## config.mk

```make
export PLATFORM = sky130hd
export DESIGN_NAME = alu_op_sequencer_flat
export DESIGN_NICKNAME = d
export VERILOG_FILES = /design/src/rtl/alu_op_sequencer_if.sv /design/src/rtl/alu_op_sequencer.sv /design/src/flat_wrapper.sv
export SDC_FILE = /design/constraint.sdc
export NUM_CORES = 1
export LEC_CHECK = 0
export BUFFER_PORTS_ARGS = -buffer_cell sky130_fd_sc_hd__buf_4
export CAP_MARGIN = 25
export CELL_PAD_IN_SITES_DETAIL_PLACEMENT = 2
export CELL_PAD_IN_SITES_GLOBAL_PLACEMENT = 2
export CORE_MARGIN = 2
export CORE_UTILIZATION = 27
export DETAILED_ROUTE_END_ITERATION = 16
export HOLD_SLACK_MARGIN = 0.06
export PLACE_DENSITY_LB_ADDON = 0.12
export SLEW_MARGIN = 20
export SYNTH_ARGS = -nofsm -noshare
export SYNTH_HDL_FRONTEND = slang
export SYNTH_SLANG_ARGS = --single-unit
```

## constraint.sdc

```tcl
create_clock -name clock -period 1.85 [get_ports clock]
set_input_delay 0.37 -clock clock [delete_from_list [all_inputs] [get_ports clock]]
set_output_delay 0.37 -clock clock [all_outputs]
set_load 0.05 [all_outputs]
```

## src/rtl/alu_op_sequencer_if.sv

```systemverilog
// Request/response bundle between the control path and alu_op_sequencer.
//   master: control-path side; drives the request and resp_ready.
//   slave : sequencer side; drives req_ready and the response fields.
// Signals:
//   req_valid/req_ready    request handshake
//   req_op, req_a, req_b   opcode and operands
//   resp_valid/resp_ready  response handshake
//   resp_result, resp_zero captured ALU result and Zero flag
//   resp_taken             branch taken (BEQ/BNE only)
//   resp_error             illegal opcode
interface alu_op_sequencer_if #(
  parameter int unsigned WIDTH = 16
);
  logic             req_valid;
  logic             req_ready;
  logic [2:0]       req_op;
  logic [WIDTH-1:0] req_a;
  logic [WIDTH-1:0] req_b;
  logic             resp_valid;
  logic             resp_ready;
  logic [WIDTH-1:0] resp_result;
  logic             resp_zero;
  logic             resp_taken;
  logic             resp_error;

  modport master (
    output req_valid, req_op, req_a, req_b, resp_ready,
    input  req_ready, resp_valid, resp_result, resp_zero, resp_taken, resp_error
  );

  modport slave (
    input  req_valid, req_op, req_a, req_b, resp_ready,
    output req_ready, resp_valid, resp_result, resp_zero, resp_taken, resp_error
  );
endinterface

```

## src/rtl/alu_op_sequencer.sv

```systemverilog
// Sequences one ALU operation at a time: accepts a request, drives the ALU
// operands and ALUControl, waits out the ALU's one-cycle registered latency,
// then presents result, Zero and branch-taken status as a response.
// Ports:
//   clock, reset_n         clock (rising edge) and asynchronous active-low reset
//   bus                    request/response bundle (slave side)
//   alu_input1/alu_input2  registered operands to the ALU
//   alu_control            registered ALUControl to the ALU
//   alu_result, alu_zero   ALU outputs, sampled only in CAPTURE
module alu_op_sequencer #(
  parameter int unsigned WIDTH = 16
) (
  input  logic                clock,
  input  logic                reset_n,
  alu_op_sequencer_if.slave   bus,
  output logic [WIDTH-1:0]    alu_input1,
  output logic [WIDTH-1:0]    alu_input2,
  output logic [2:0]          alu_control,
  input  logic [WIDTH-1:0]    alu_result,
  input  logic                alu_zero
);

  localparam logic [1:0] StIdle    = 2'd0;
  localparam logic [1:0] StIssue   = 2'd1;
  localparam logic [1:0] StCapture = 2'd2;
  localparam logic [1:0] StResp    = 2'd3;

  localparam logic [2:0] OpAnd = 3'b000;
  localparam logic [2:0] OpOr  = 3'b001;
  localparam logic [2:0] OpAdd = 3'b010;
  localparam logic [2:0] OpSub = 3'b011;
  localparam logic [2:0] OpSlt = 3'b100;
  localparam logic [2:0] OpBeq = 3'b101;
  localparam logic [2:0] OpBne = 3'b110;
  localparam logic [2:0] OpIll = 3'b111;

  logic [1:0]       state_q, state_d;
  logic [2:0]       op_q, op_d;
  logic [WIDTH-1:0] in1_q, in1_d;
  logic [WIDTH-1:0] in2_q, in2_d;
  logic [2:0]       ctl_q, ctl_d;
  logic             resp_valid_q, resp_valid_d;
  logic [WIDTH-1:0] result_q, result_d;
  logic             zero_q, zero_d;
  logic             taken_q, taken_d;
  logic             error_q, error_d;
  logic             req_ready;
  logic [2:0]       ctl_dec;

  // Gated by reset_n so the request side sees "not ready" while held in reset.
  assign req_ready = reset_n && (state_q == StIdle);

  always_comb begin
    ctl_dec = 3'b000;
    unique case (bus.req_op)
      OpAnd:   ctl_dec = 3'b000;
      OpOr:    ctl_dec = 3'b001;
      OpAdd:   ctl_dec = 3'b010;
      OpSub:   ctl_dec = 3'b110;
      OpSlt:   ctl_dec = 3'b111;
      OpBeq:   ctl_dec = 3'b110;
      OpBne:   ctl_dec = 3'b110;
      default: ctl_dec = 3'b000;
    endcase
  end

  always_comb begin
    state_d      = state_q;
    op_d         = op_q;
    in1_d        = in1_q;
    in2_d        = in2_q;
    ctl_d        = ctl_q;
    resp_valid_d = resp_valid_q;
    result_d     = result_q;
    zero_d       = zero_q;
    taken_d      = taken_q;
    error_d      = error_q;

    unique case (state_q)
      StIdle: begin
        if (bus.req_valid && req_ready) begin
          op_d = bus.req_op;
          if (bus.req_op == OpIll) begin
            // Answer directly without touching the ALU-facing registers.
            result_d     = '0;
            zero_d       = 1'b0;
            taken_d      = 1'b0;
            error_d      = 1'b1;
            resp_valid_d = 1'b1;
            state_d      = StResp;
          end else begin
            in1_d   = bus.req_a;
            in2_d   = bus.req_b;
            ctl_d   = ctl_dec;
            state_d = StIssue;
          end
        end
      end
      StIssue: begin
        state_d = StCapture;
      end
      StCapture: begin
        result_d     = alu_result;
        zero_d       = alu_zero;
        error_d      = 1'b0;
        resp_valid_d = 1'b1;
        taken_d      = (op_q == OpBeq) ? alu_zero :
                       (op_q == OpBne) ? ~alu_zero : 1'b0;
        state_d      = StResp;
      end
      StResp: begin
        if (bus.resp_ready) begin
          resp_valid_d = 1'b0;
          state_d      = StIdle;
        end
      end
      default: state_d = StIdle;
    endcase
  end

  always_ff @(posedge clock or negedge reset_n) begin
    if (!reset_n) begin
      state_q      <= StIdle;
      op_q         <= 3'b000;
      in1_q        <= '0;
      in2_q        <= '0;
      ctl_q        <= 3'b000;
      resp_valid_q <= 1'b0;
      result_q     <= '0;
      zero_q       <= 1'b0;
      taken_q      <= 1'b0;
      error_q      <= 1'b0;
    end else begin
      state_q      <= state_d;
      op_q         <= op_d;
      in1_q        <= in1_d;
      in2_q        <= in2_d;
      ctl_q        <= ctl_d;
      resp_valid_q <= resp_valid_d;
      result_q     <= result_d;
      zero_q       <= zero_d;
      taken_q      <= taken_d;
      error_q      <= error_d;
    end
  end

  assign bus.req_ready   = req_ready;
  assign bus.resp_valid  = resp_valid_q;
  assign bus.resp_result = result_q;
  assign bus.resp_zero   = zero_q;
  assign bus.resp_taken  = taken_q;
  assign bus.resp_error  = error_q;
  assign alu_input1      = in1_q;
  assign alu_input2      = in2_q;
  assign alu_control     = ctl_q;

endmodule

```

## src/flat_wrapper.sv

```systemverilog
// flat-port wrapper written by rule: the top's interface ports become plain ports
module alu_op_sequencer_flat 
#(
  parameter int unsigned WIDTH = 16
)
  (clock, reset_n, alu_input1, alu_input2, alu_control, alu_result, alu_zero, bus_req_valid, bus_req_op, bus_req_a, bus_req_b, bus_resp_ready, bus_req_ready, bus_resp_valid, bus_resp_result, bus_resp_zero, bus_resp_taken, bus_resp_error);
  alu_op_sequencer_if #(.WIDTH(WIDTH)) bus_i ();
  input  logic clock;
  input  logic reset_n;
  output logic [WIDTH-1:0] alu_input1;
  output logic [WIDTH-1:0] alu_input2;
  output logic [2:0] alu_control;
  input  logic [WIDTH-1:0] alu_result;
  input  logic alu_zero;
  input wire logic [$bits(bus_i.req_valid)-1:0] bus_req_valid;
  input wire logic [$bits(bus_i.req_op)-1:0] bus_req_op;
  input wire logic [$bits(bus_i.req_a)-1:0] bus_req_a;
  input wire logic [$bits(bus_i.req_b)-1:0] bus_req_b;
  input wire logic [$bits(bus_i.resp_ready)-1:0] bus_resp_ready;
  output wire logic [$bits(bus_i.req_ready)-1:0] bus_req_ready;
  output wire logic [$bits(bus_i.resp_valid)-1:0] bus_resp_valid;
  output wire logic [$bits(bus_i.resp_result)-1:0] bus_resp_result;
  output wire logic [$bits(bus_i.resp_zero)-1:0] bus_resp_zero;
  output wire logic [$bits(bus_i.resp_taken)-1:0] bus_resp_taken;
  output wire logic [$bits(bus_i.resp_error)-1:0] bus_resp_error;
  assign bus_i.req_valid = bus_req_valid;
  assign bus_i.req_op = bus_req_op;
  assign bus_i.req_a = bus_req_a;
  assign bus_i.req_b = bus_req_b;
  assign bus_i.resp_ready = bus_resp_ready;
  assign bus_req_ready = bus_i.req_ready;
  assign bus_resp_valid = bus_i.resp_valid;
  assign bus_resp_result = bus_i.resp_result;
  assign bus_resp_zero = bus_i.resp_zero;
  assign bus_resp_taken = bus_i.resp_taken;
  assign bus_resp_error = bus_i.resp_error;
  alu_op_sequencer #(.WIDTH(WIDTH)) u_core (.clock(clock), .reset_n(reset_n), .bus(bus_i), .alu_input1(alu_input1), .alu_input2(alu_input2), .alu_control(alu_control), .alu_result(alu_result), .alu_zero(alu_zero));
endmodule
```

==> metrics.txt, run 1 <==
status=finished clean; # nets final=434; FP Rows=35; Peak VDD IR=0.000648 V; drt first pass iters=4; DRC errors left=0; Synth top area share=0.578; CP Data Arrival Time=1.39 ns; routed wire length=7.90 mm; Antenna Cells=0; Setup TNS=0 ns; RSZ-0062 raised after global routing=no; Overall Global Routing Usage=0.157; final period utilization=0.954; max_cap viols=0; final setup violation count=0; initial antenna violation count=0; drt wl/cell=15.6 um; Vias/cell=4.49; FF+latch count, synth=60; Root Driver=clkbuf_8; final hold viol count=0; pin count of the biggest net entering global routing=35; FF-to-FF setup slack=0.20 ns; syn_nets=314; Inserted Clock Buffers=9; routability cong.=0.768; number of synthesized flops with an enable pin=0; Port-buffer cells=111; leading area contributor after synthesis=dfrtp_1; most frequent cells in the layout=117 x buf_4, 100 x nand2_1, 59 x dfrtp_1, 10 x a22o_1; Crit Path Class=reg -> out; post-CTS setup buffers=0; Core Footprint=0.00928 mm^2; Critical Path Start Type=flop; Worst-Margin Slew=0.510 ns; sequential fraction of the synthesis area=0.578; Initial Utilization=0.280; Antenna Violating Nets Remaining=0; CP Max Fanout=7; Syn Area/Cell=10.2 um^2; distinct cell type count after synthesis=36; Max-slew headroom=0.659; CP endpoint kind=primary output; via count=2281; die height=102 um; worst path required time=1.48 ns; Final min period=1.76 ns; P_leak=1.97 nW; Tot Pwr=8.12 mW; asr flop ratio synth=1.00; layout cell share with drive strength beyond 1=0.393; Syn. warnings=0; vias in the first global route=2422; ys flop type=dfrtp_1; level count of the clock H-tree=3; DIE AREA=0.0104 mm^2; synthesis-to-finish area growth=46.7%; synth top area cells=dfrtp_1 58%, nand2_1 14%, mux2i_1 3.5%; Post-Synthesis Cells=254; Die Wd=102 um; post-synthesis cell area=0.00260 mm^2; post-DP HPWL=5.80 mm; first-pass GRT wire length=12.4 mm; gr ovfl total=0; Pwr per Cell Area=2130 mW/mm^2; clk sinks=60; TritonCTS clock tree=done; Pins Over Slew Limit=0; io pins=112; Hold Crit Class=in -> async; number of DRC markers in iteration 0=53; Max Clock Skew=0.00808 ns; leading cell type in the layout, fill and taps excluded=buf_4; clk buf depth=2; CTS clk-pin slew, worst paths=0.07 ns; Max Freq=567 MHz; clk_lat worst skew=0.33 ns
[path summary, 6_finish.rpt]
check                                     start                          to  cells past startpoint
setup / recovery              u_core.state_q[1]               bus_req_ready                      4
hold / removal                          reset_n              u_core.op_q[1]                      2
setup reg to reg              u_core.state_q[0]  u_core.bus.resp_result[15]                      6
hold reg to reg            u_core.alu_input1[2]        u_core.alu_input1[2]                      2
max in group asynchronous               reset_n           u_core.state_q[1]                      2
min in group clock                 bus_req_a[1]        u_core.alu_input1[1]                      3
[cells by family (layout without fill, tap and decap cells)]
logic type | after synthesis | in the layout | synth area share
buf+inv | 19 | 144 | 0.0433
compound gates | 34 | 34 | 0.107
fa+ha+maj | 4 | 4 | 0.0193
flops | 60 | 60 | 0.578
mux | 11 | 11 | 0.0433
simple gates | 126 | 126 | 0.209
[Yosys cell counts (2+ instances only)]
cell type and instances:
dfrtp_1 60, a22o_1 10, a21oi_1 5, inv_1 7, mux2i_1 9, ha_1 4, and2_1 2, nand2b_1 2
nor2_1 9, nor2b_1 2, nand2_1 100, buf_2 6, nand3_4 2, nor3_1 2, mux2_2 2, buf_6 4
a221o_1 8, o21ai_2 2
[flip-flops by register name (all words and copies together), names as in the netlist]
name,flops
u_core.bus.resp_taken,1
u_core.bus.resp_valid,1
u_core.state_q,2
u_core.bus.resp_result,16
u_core.bus.resp_error,1
u_core.op_q,3
u_core.alu_input2,16
u_core.alu_input1,16
u_core.alu_control,3
u_core.bus.resp_zero,1
[routing by layer]
layer | wire length, um | up-vias | GRT usage
met2 | 4000 | 56 | 0.256
li1 | - | 1084 | -
met4 | 115 | 0 | 0.0585
met5 | 0 | - | 0
met3 | 336 | 8 | 0.0349
met1 | 3450 | 1133 | 0.205
[stage by stage]
stage | worst slack (ns) | cell area, um^2 | utilization | cells | hold WS [ns]
2_1_floorplan | 0.103 | 2600 | - | 254 | 0.0744
3_3_place_gp | 0.141 | 3580 | 0.386 | 490 | 0.253
3_5_place_dp | 0.0719 | 3580 | 0.386 | 490 | 0.253
4_1_cts | 0.0109 | 3800 | 0.410 | 508 | 0.163
5_1_grt | 0.0260 | 3810 | 0.411 | 508 | 0.201
6_report | 0.0851 | 3810 | 0.411 | 508 | 0.159
[repair_timing]
action                                 4_1_cts  5_1_grt
endpoints found under the hold margin       10        0
pin swaps                                    0        1
setup endpoints to repair                    1        8
hold buffers                                 2        0
gates resized for setup                      3        4
[worst max-delay path: stages (launching register included)]
cell     delay, ns
dfrtp_2       0.45
inv_2         0.10
ha_4          0.19
and2_2        0.17
buf_6         0.15
[layout make-up]
cell class	count	area (um^2)
Fill cell	1055	5470
Sequential cell	60	1500
Multi-Input combinational cell	175	1010
Timing Repair Buffer	121	930
Tap cell	129	161
Clock buffer	11	131
Clock inverter	5	52.6
Inverter	7	26.3
[where the power goes]
part	total [mW]	switching, mW	internal [mW]
clock network	1.14	0.524	0.616
registers	2.33	0.389	1.94
logic	4.65	3.16	1.49
total	8.12	4.07	4.05
Note: power is estimated with default switching activity, not from simulation.
==> inputs of run 2 (changes only) <==
--- a/config.mk
+++ b/config.mk
@@ -5,7 +5,7 @@
 export SDC_FILE = /design/constraint.sdc
 export NUM_CORES = 1
 export LEC_CHECK = 0
-export BUFFER_PORTS_ARGS = -buffer_cell sky130_fd_sc_hd__buf_4
+export BUFFER_PORTS_ARGS = -buffer_cell sky130_fd_sc_hd__buf_2
 export CAP_MARGIN = 25
 export CELL_PAD_IN_SITES_DETAIL_PLACEMENT = 2
 export CELL_PAD_IN_SITES_GLOBAL_PLACEMENT = 2
==> metrics.txt, run 2 (same netlist as run 1, synthesis figures left out) <==
vias in the first global route=2538 (+4.8%); P_leak=1.89 nW (-4.0%); DIE AREA=0.0104 mm^2 (unchanged); TritonCTS clock tree=done; layout cell share with drive strength beyond 1=0.397 (+0.00423); leading cell type in the layout, fill and taps excluded=buf_2; Pwr per Cell Area=2190 mW/mm^2 (+2.8%); number of DRC markers in iteration 0=30 (-43%); Core Footprint=0.00928 mm^2 (unchanged); Final Cell Area=0.00354 mm^2 (-7.1%); pin count of the biggest net entering global routing=34 (-2.9%); fillers=1055 (unchanged); via count=2266 (-0.66%); Buf/Inv on CP=2 (unchanged); CTS clk-pin slew, worst paths=0.07 ns (about the same); synthesis-to-finish area growth=36.3%; Antenna Cells=0 (unchanged); Switching Share=0.523 (+0.0217); routed wire length=7.75 mm (-2.0%); Placement Cell Area=0.00332 mm^2 (-7.3%); Port-buffer cells=111 (unchanged); worst path required time=1.48 ns (about the same); Critical Path Start Type=flop; r2r endpoint=u_core.bus.resp_result[10]; part of the power in combinational logic=0.554 (-0.019); final setup violation count=0 (unchanged); Max-slew headroom=0.680 (+0.0214); gr ovfl total=0 (unchanged); Crit-path slowest cell=dfrtp_1; Clock power frac=0.151 (+0.011); setup ws final=0.0887 ns (+0.00366 ns); CP endpoint kind=primary output; Inserted Clock Buffers=9 (unchanged); CP Data Arrival Time=1.39 ns (about the same); Antenna Violating Nets Remaining=0 (unchanged); Max Freq=568 MHz (+0.21%); final hold viol count=0 (unchanged); worst r2r path cells=6 (unchanged); Final min period=1.76 ns (-0.00366 ns); initial antenna violation count=0 (unchanged); level count of the clock H-tree=3 (unchanged); Root Driver=clkbuf_8; Setup TNS=0 ns (unchanged); crit-path max cell delay=0.44 ns (about the same); RSZ-0062 raised after global routing=no; post-DP HPWL=5.86 mm (+1.1%); worst-path cell chain=inv_2 > ha_4 > and2_2 > buf_6; Crit Path Class=reg -> out; drt wl/cell=15.2 um (-2.2%); r2r startpoint=u_core.state_q[0]; post-CTS setup buffers=0 (unchanged); drt first pass iters=3 (-1); Vias/cell=4.45 (-0.85%); first-pass GRT wire length=12.5 mm (+0.34%); final period utilization=0.952 (-0.00198); die height=102 um (unchanged); Worst-Margin Slew=0.477 ns (-0.0331 ns); FF-to-FF setup slack=0.28 ns (+0.08 ns); clk_lat worst skew=0.33 ns (about the same); Pins Over Slew Limit=0 (unchanged); Hold Crit Class=in -> async; clk sinks=60 (unchanged); Int Pwr=3.70 mW (-8.6%); max_cap viols=0 (unchanged); Overall Global Routing Usage=0.156 (-0.000788); most frequent cells in the layout=110 x buf_2, 100 x nand2_1, 60 x dfrtp_1, 10 x a22o_1; family with the most delay on the worst path=flip-flops; sequential share of power=0.296 (+0.009); Initial Utilization=0.280 (unchanged); Sw Pwr=4.06 mW (-0.31%); DRC errors left=0 (unchanged); Peak VDD IR=0.000697 V (+7.6%); FP Rows=35 (unchanged); Die Wd=102 um (unchanged); Max Clock Skew=0.00557 ns (-0.00252 ns); routability cong.=0.793 (+3.1%); clk buf depth=2 (unchanged); CP Max Fanout=7 (unchanged); dpl ws=0.0754 ns (+0.00346 ns); # nets final=435 (+0.23%); status=finished clean; io pins=112 (unchanged)
[run 2: cell types whose count changed in the layout (fill, tap and decap cells not counted)]
| cell | before | now |
|---|---|---|
| buf_2 | 0 | 110 |
| buf_4 | 117 | 9 |
| clkbuf_1 | 2 | 1 |
| clkinv_2 | 3 | 2 |
| clkinvlp_4 | 1 | 2 |
| dfrtp_1 | 59 | 60 |
| dfrtp_2 | 1 | 0 |
| dlygate4sd3_1 | 2 | 1 |
| inv_6 | 0 | 1 |
| nor3_2 | 0 | 1 |
| nor3_4 | 1 | 0 |
[run 2: cell type report]
cell class                      instances  area, um^2  share of cell area
Sequential cell                        60        1500               0.424
Multi-Input combinational cell        175        1000               0.283
Timing Repair Buffer                  122         659               0.186
Tap cell                              129         161              0.0456
Clock buffer                           10         128              0.0360
Clock inverter                          6        63.8              0.0180
Inverter                                7        26.3             0.00742
[run 2: how the worst max path moves through the flow]
stage,from,end,slack (ns),cells after the start
after global placement,u_core.state_q[0],u_core.alu_input1[8],0.15,7
after floorplan,u_core.state_q[1],bus_req_ready,0.10,5
after detailed placement,u_core.state_q[1],u_core.alu_input2[15],0.08,7
after global routing,u_core.state_q[1],bus_req_ready,0.02,4
final,u_core.state_q[1],bus_req_ready,0.09,4
after CTS,u_core.state_q[0],bus_req_ready,0.02,4
[run 2: power groups by stage]
stage / clock network [mW] / logic, mW / registers [mW]
2_1_floorplan: 0 / 1.25 / 4.24
3_3_place_gp: 0 / 4.22 / 2.30
3_5_place_dp: 0 / 4.31 / 2.33
4_1_cts: 1.23 / 4.37 / 2.31
5_1_grt: 1.28 / 4.60 / 2.38
6_report: 1.17 / 4.30 / 2.30
[run 2: worst reg2reg max path: stages (launching register included)]
cell	delay, ns
dfrtp_1	0.42
inv_2	0.10
ha_1	0.19
buf_4	0.19
mux2i_1	0.23
nor2_1	0.06
a221o_1	0.26
[run 2: repair_timing]
| item | in CTS | in global routing |
|---|---|---|
| endpoints found under the hold margin | 2 | 0 |
| pin swaps | 0 | 0 |
| setup endpoints to repair | 1 | 1 |
| resized for setup | 4 | 2 |
| hold buffers | 1 | 0 |
| gates cloned | 0 | 0 |
[run 2: per-stage QoR]
stage | power, mW | instances | hold slack, ns | util
floorplan | 5.50 | 254 | 0.0744 | -
global placement | 6.52 | 492 | 0.252 | 0.358
detailed placement | 6.64 | 492 | 0.257 | 0.358
CTS | 7.91 | 509 | 0.166 | 0.381
global route | 8.27 | 509 | 0.179 | 0.381
finish | 7.76 | 509 | 0.163 | 0.381
[run 2: per-layer routing]
metal | track usage | vias to the layer above | share of wire
met1 | 0.188 | 1115 | 0.43
met2 | 0.277 | 56 | 0.51
met5 | 0 | - | 0
met4 | 0.0585 | 0 | 0.012
li1 | - | 1086 | -
met3 | 0.0294 | 9 | 0.045
==> inputs of run 3 (changes only) <==
--- a/config.mk
+++ b/config.mk
@@ -5,15 +5,17 @@
 export SDC_FILE = /design/constraint.sdc
 export NUM_CORES = 1
 export LEC_CHECK = 0
-export BUFFER_PORTS_ARGS = -buffer_cell sky130_fd_sc_hd__buf_2
+export ABC_AREA = 1
 export CAP_MARGIN = 25
 export CELL_PAD_IN_SITES_DETAIL_PLACEMENT = 2
 export CELL_PAD_IN_SITES_GLOBAL_PLACEMENT = 2
 export CORE_MARGIN = 2
-export CORE_UTILIZATION = 27
+export CORE_UTILIZATION = 34
 export DETAILED_ROUTE_END_ITERATION = 16
+export DONT_BUFFER_PORTS = 1
 export HOLD_SLACK_MARGIN = 0.06
 export PLACE_DENSITY_LB_ADDON = 0.12
+export RECOVER_POWER = 100
 export SLEW_MARGIN = 20
 export SYNTH_ARGS = -nofsm -noshare
 export SYNTH_HDL_FRONTEND = slang
==> metrics.txt, run 3 <==
clk_lat worst skew=0.32 ns (about the same); Synth top cells by count=151 x nand2_1, 60 x dfrtp_1, 18 x nand4_1; die height=90.8 um (-11%); main combinational cell family by area after synthesis=simple AND/OR/NAND/NOR gates; Pins Over Slew Limit=0 (unchanged); fillers=856 (-19%); routability cong.=0.673 (-15%); sequential fraction of the synthesis area=0.587 (+0.00904); max_cap viols=0 (unchanged); final period utilization=0.938 (-0.0136); Inserted Clock Buffers=9 (unchanged); CP endpoint kind=primary output; synth top area cells=dfrtp_1 59%, nand2_1 22%, nand4_1 4.4%; vias in the first global route=2230 (-12%); Crit Path Class=reg -> out; number of DRC markers in iteration 0=27 (-10%); pin count of the biggest net entering global routing=61 (+79%); syn_nets=350 (+11%); initial antenna violation count=0 (unchanged); Vias/cell=4.94 (+11%); Syn. warnings=0 (unchanged); level count of the clock H-tree=3 (unchanged); status=finished clean; r2r startpoint=u_core.state_q[1]; FF-to-FF setup slack=0.21 ns (-0.07 ns); Final min period=1.74 ns (-0.0251 ns); DR top layer=met4; worst r2r path cells=8 (+2); DIE AREA=0.00824 mm^2 (-21%); Final Cell Area=0.00284 mm^2 (-20%); final hold viol count=0 (unchanged); number of synthesized flops with an enable pin=0 (unchanged); first-pass GRT wire length=11.5 mm (-7.9%); Overall Global Routing Usage=0.175 (+0.0184); Simple-Gate Fraction of Synth Area=0.311 (+0.102); Hold WS=0.163 ns (-0.000298 ns); layout cell share with drive strength beyond 1=0.0930 (-0.304); most frequent cells in the layout=151 x nand2_1, 60 x dfrtp_1, 18 x nand4_1, 13 x inv_1, 10 x clkbuf_8; adder-cell share of the synthesized area=0.0196 (+0.000301); post-synthesis cell area=0.00256 mm^2 (-1.5%); Syn Area/Cell=8.82 um^2 (-14%); final cell count without fillers=400 (-21%); Setup TNS=0 ns (unchanged); Max-slew headroom=0.439 (-0.241); Root Driver=clkbuf_8; # nets final=357 (-18%); post-synthesis compound-gate area fraction=0.0215 (-0.0859); RSZ-0062 raised after global routing=no; Worst-Margin Slew=0.841 ns (+0.364 ns); final setup violation count=0 (unchanged); CP Max Fanout=4 (-3); clk buf depth=2 (unchanged); post-CTS setup buffers=0 (unchanged); Port-buffer cells=0 (-100%); crit path to=bus_req_ready; FF+latch count, synth=60 (unchanged); Critical Path Start Type=flop; Antenna Cells=0 (unchanged); Crit. Startpoint=u_core.state_q[1]; via count=1975 (-13%); multiplexer area fraction after synthesis=0 (-0.0433); CTS clk-pin slew, worst paths=0.07 ns (about the same); post-DP HPWL=4.55 mm (-22%); Synth top area share=0.587 (+0.00904); leading cell type in the layout, fill and taps excluded=nand2_1; TritonCTS clock tree=done; Max Clock Skew=0.00457 ns (-0.00100 ns); drt wl/cell=16.6 um (+8.9%); CP Data Arrival Time=1.37 ns (-0.02 ns); io pins=112 (unchanged); ys flop type=dfrtp_1; xor/xnor share of the synthesized area=0 (unchanged); leading area contributor after synthesis=dfrtp_1; Metal-1 WL=2.67 mm (-20%); distinct cell type count after synthesis=17 (-53%); Hold Crit Class=in -> reg; clk sinks=60 (unchanged); r2r endpoint=u_core.alu_control[2]; worst path required time=1.48 ns (about the same); Max Freq=576 MHz (+1.4%); Die Wd=90.8 um (-11%); Core Footprint=0.00725 mm^2 (-22%); synthesis-to-finish area growth=10.9%; WL met2=3.22 mm (-19%); FP Rows=31 (-11%); most frequent cell after synthesis=nand2_1; asr flop ratio synth=1.00 (unchanged); DRC errors left=0 (unchanged); routed wire length=6.63 mm (-14%); gr ovfl total=0 (unchanged); placed cells=383 (-22%); Initial Utilization=0.353 (+0.0728); Antenna Violating Nets Remaining=0 (unchanged); Placement Cell Area=0.00264 mm^2 (-21%); drt first pass iters=4 (+1); Post-Synthesis Cells=290 (+14%); WL met3=672 um (+93%)
-- run 3: worst max-delay path, stage by stage, from the launching register on --
cell and delay (ns):
dfrtp_1 0.42, inv_2 0.09, ha_4 0.16, buf_4 0.12, nand2_1 0.04, inv_1 0.06, buf_6 0.15
-- run 3: kinds of logic (layout without fill, tap and decap cells) --
kind of cell    Yosys count  in the layout
buf+inv                  29             40
flops                    60             60
fa+ha+maj                 4              4
simple gates            186            186
compound gates           11             11
-- run 3: cell type report --
| class | instances | area, um^2 | share of cell area |
|---|---|---|---|
| Sequential cell | 60 | 1500 | 0.529 |
| Multi-Input combinational cell | 201 | 898 | 0.317 |
| Clock buffer | 13 | 149 | 0.0525 |
| Tap cell | 99 | 124 | 0.0437 |
| Timing Repair Buffer | 9 | 68.8 | 0.0243 |
| Inverter | 16 | 60.1 | 0.0212 |
| Clock inverter | 2 | 35.0 | 0.0124 |
-- run 3: routing by layer --
layer,global-route usage,up-vias
li1,-,918
met1,0.208,969
met2,0.289,82
met3,0.0701,6
met4,0.0538,0
met5,0,-
-- run 3: timing repair --
action / 4_1_cts / 5_1_grt
hold buffers: 2 / 0
resized for setup: 2 / 3
hold endpoints to repair: 60 / 0
setup endpoints to repair: 1 / 1
-- run 3: worst min path at each step --
stage             startpoint                         to  slack (ns)  cells after the start
2_1_floorplan        reset_n      u_core.alu_control[0]        0.07                      0
3_3_place_gp         reset_n  u_core.bus.resp_result[7]        0.08                      0
3_5_place_dp         reset_n  u_core.bus.resp_result[7]        0.08                      0
4_1_cts        bus_req_a[15]      u_core.alu_input1[15]        0.15                      2
5_1_grt         bus_req_b[5]       u_core.alu_input2[5]        0.15                      2
6_report        bus_req_a[9]       u_core.alu_input1[9]        0.16                      2
-- run 3: through the flow --
step / util / setup slack [ns]
2_1_floorplan: - / 0.307
4_1_cts: 0.396 / 0.00718
6_report: 0.391 / 0.114
5_1_grt: 0.391 / 0.0251
3_3_place_gp: 0.364 / 0.197
3_5_place_dp: 0.364 / 0.127
Power of run 3 is not shown: default switching activity piles up to over one toggle a cycle in this logic, so the estimate is an artifact.
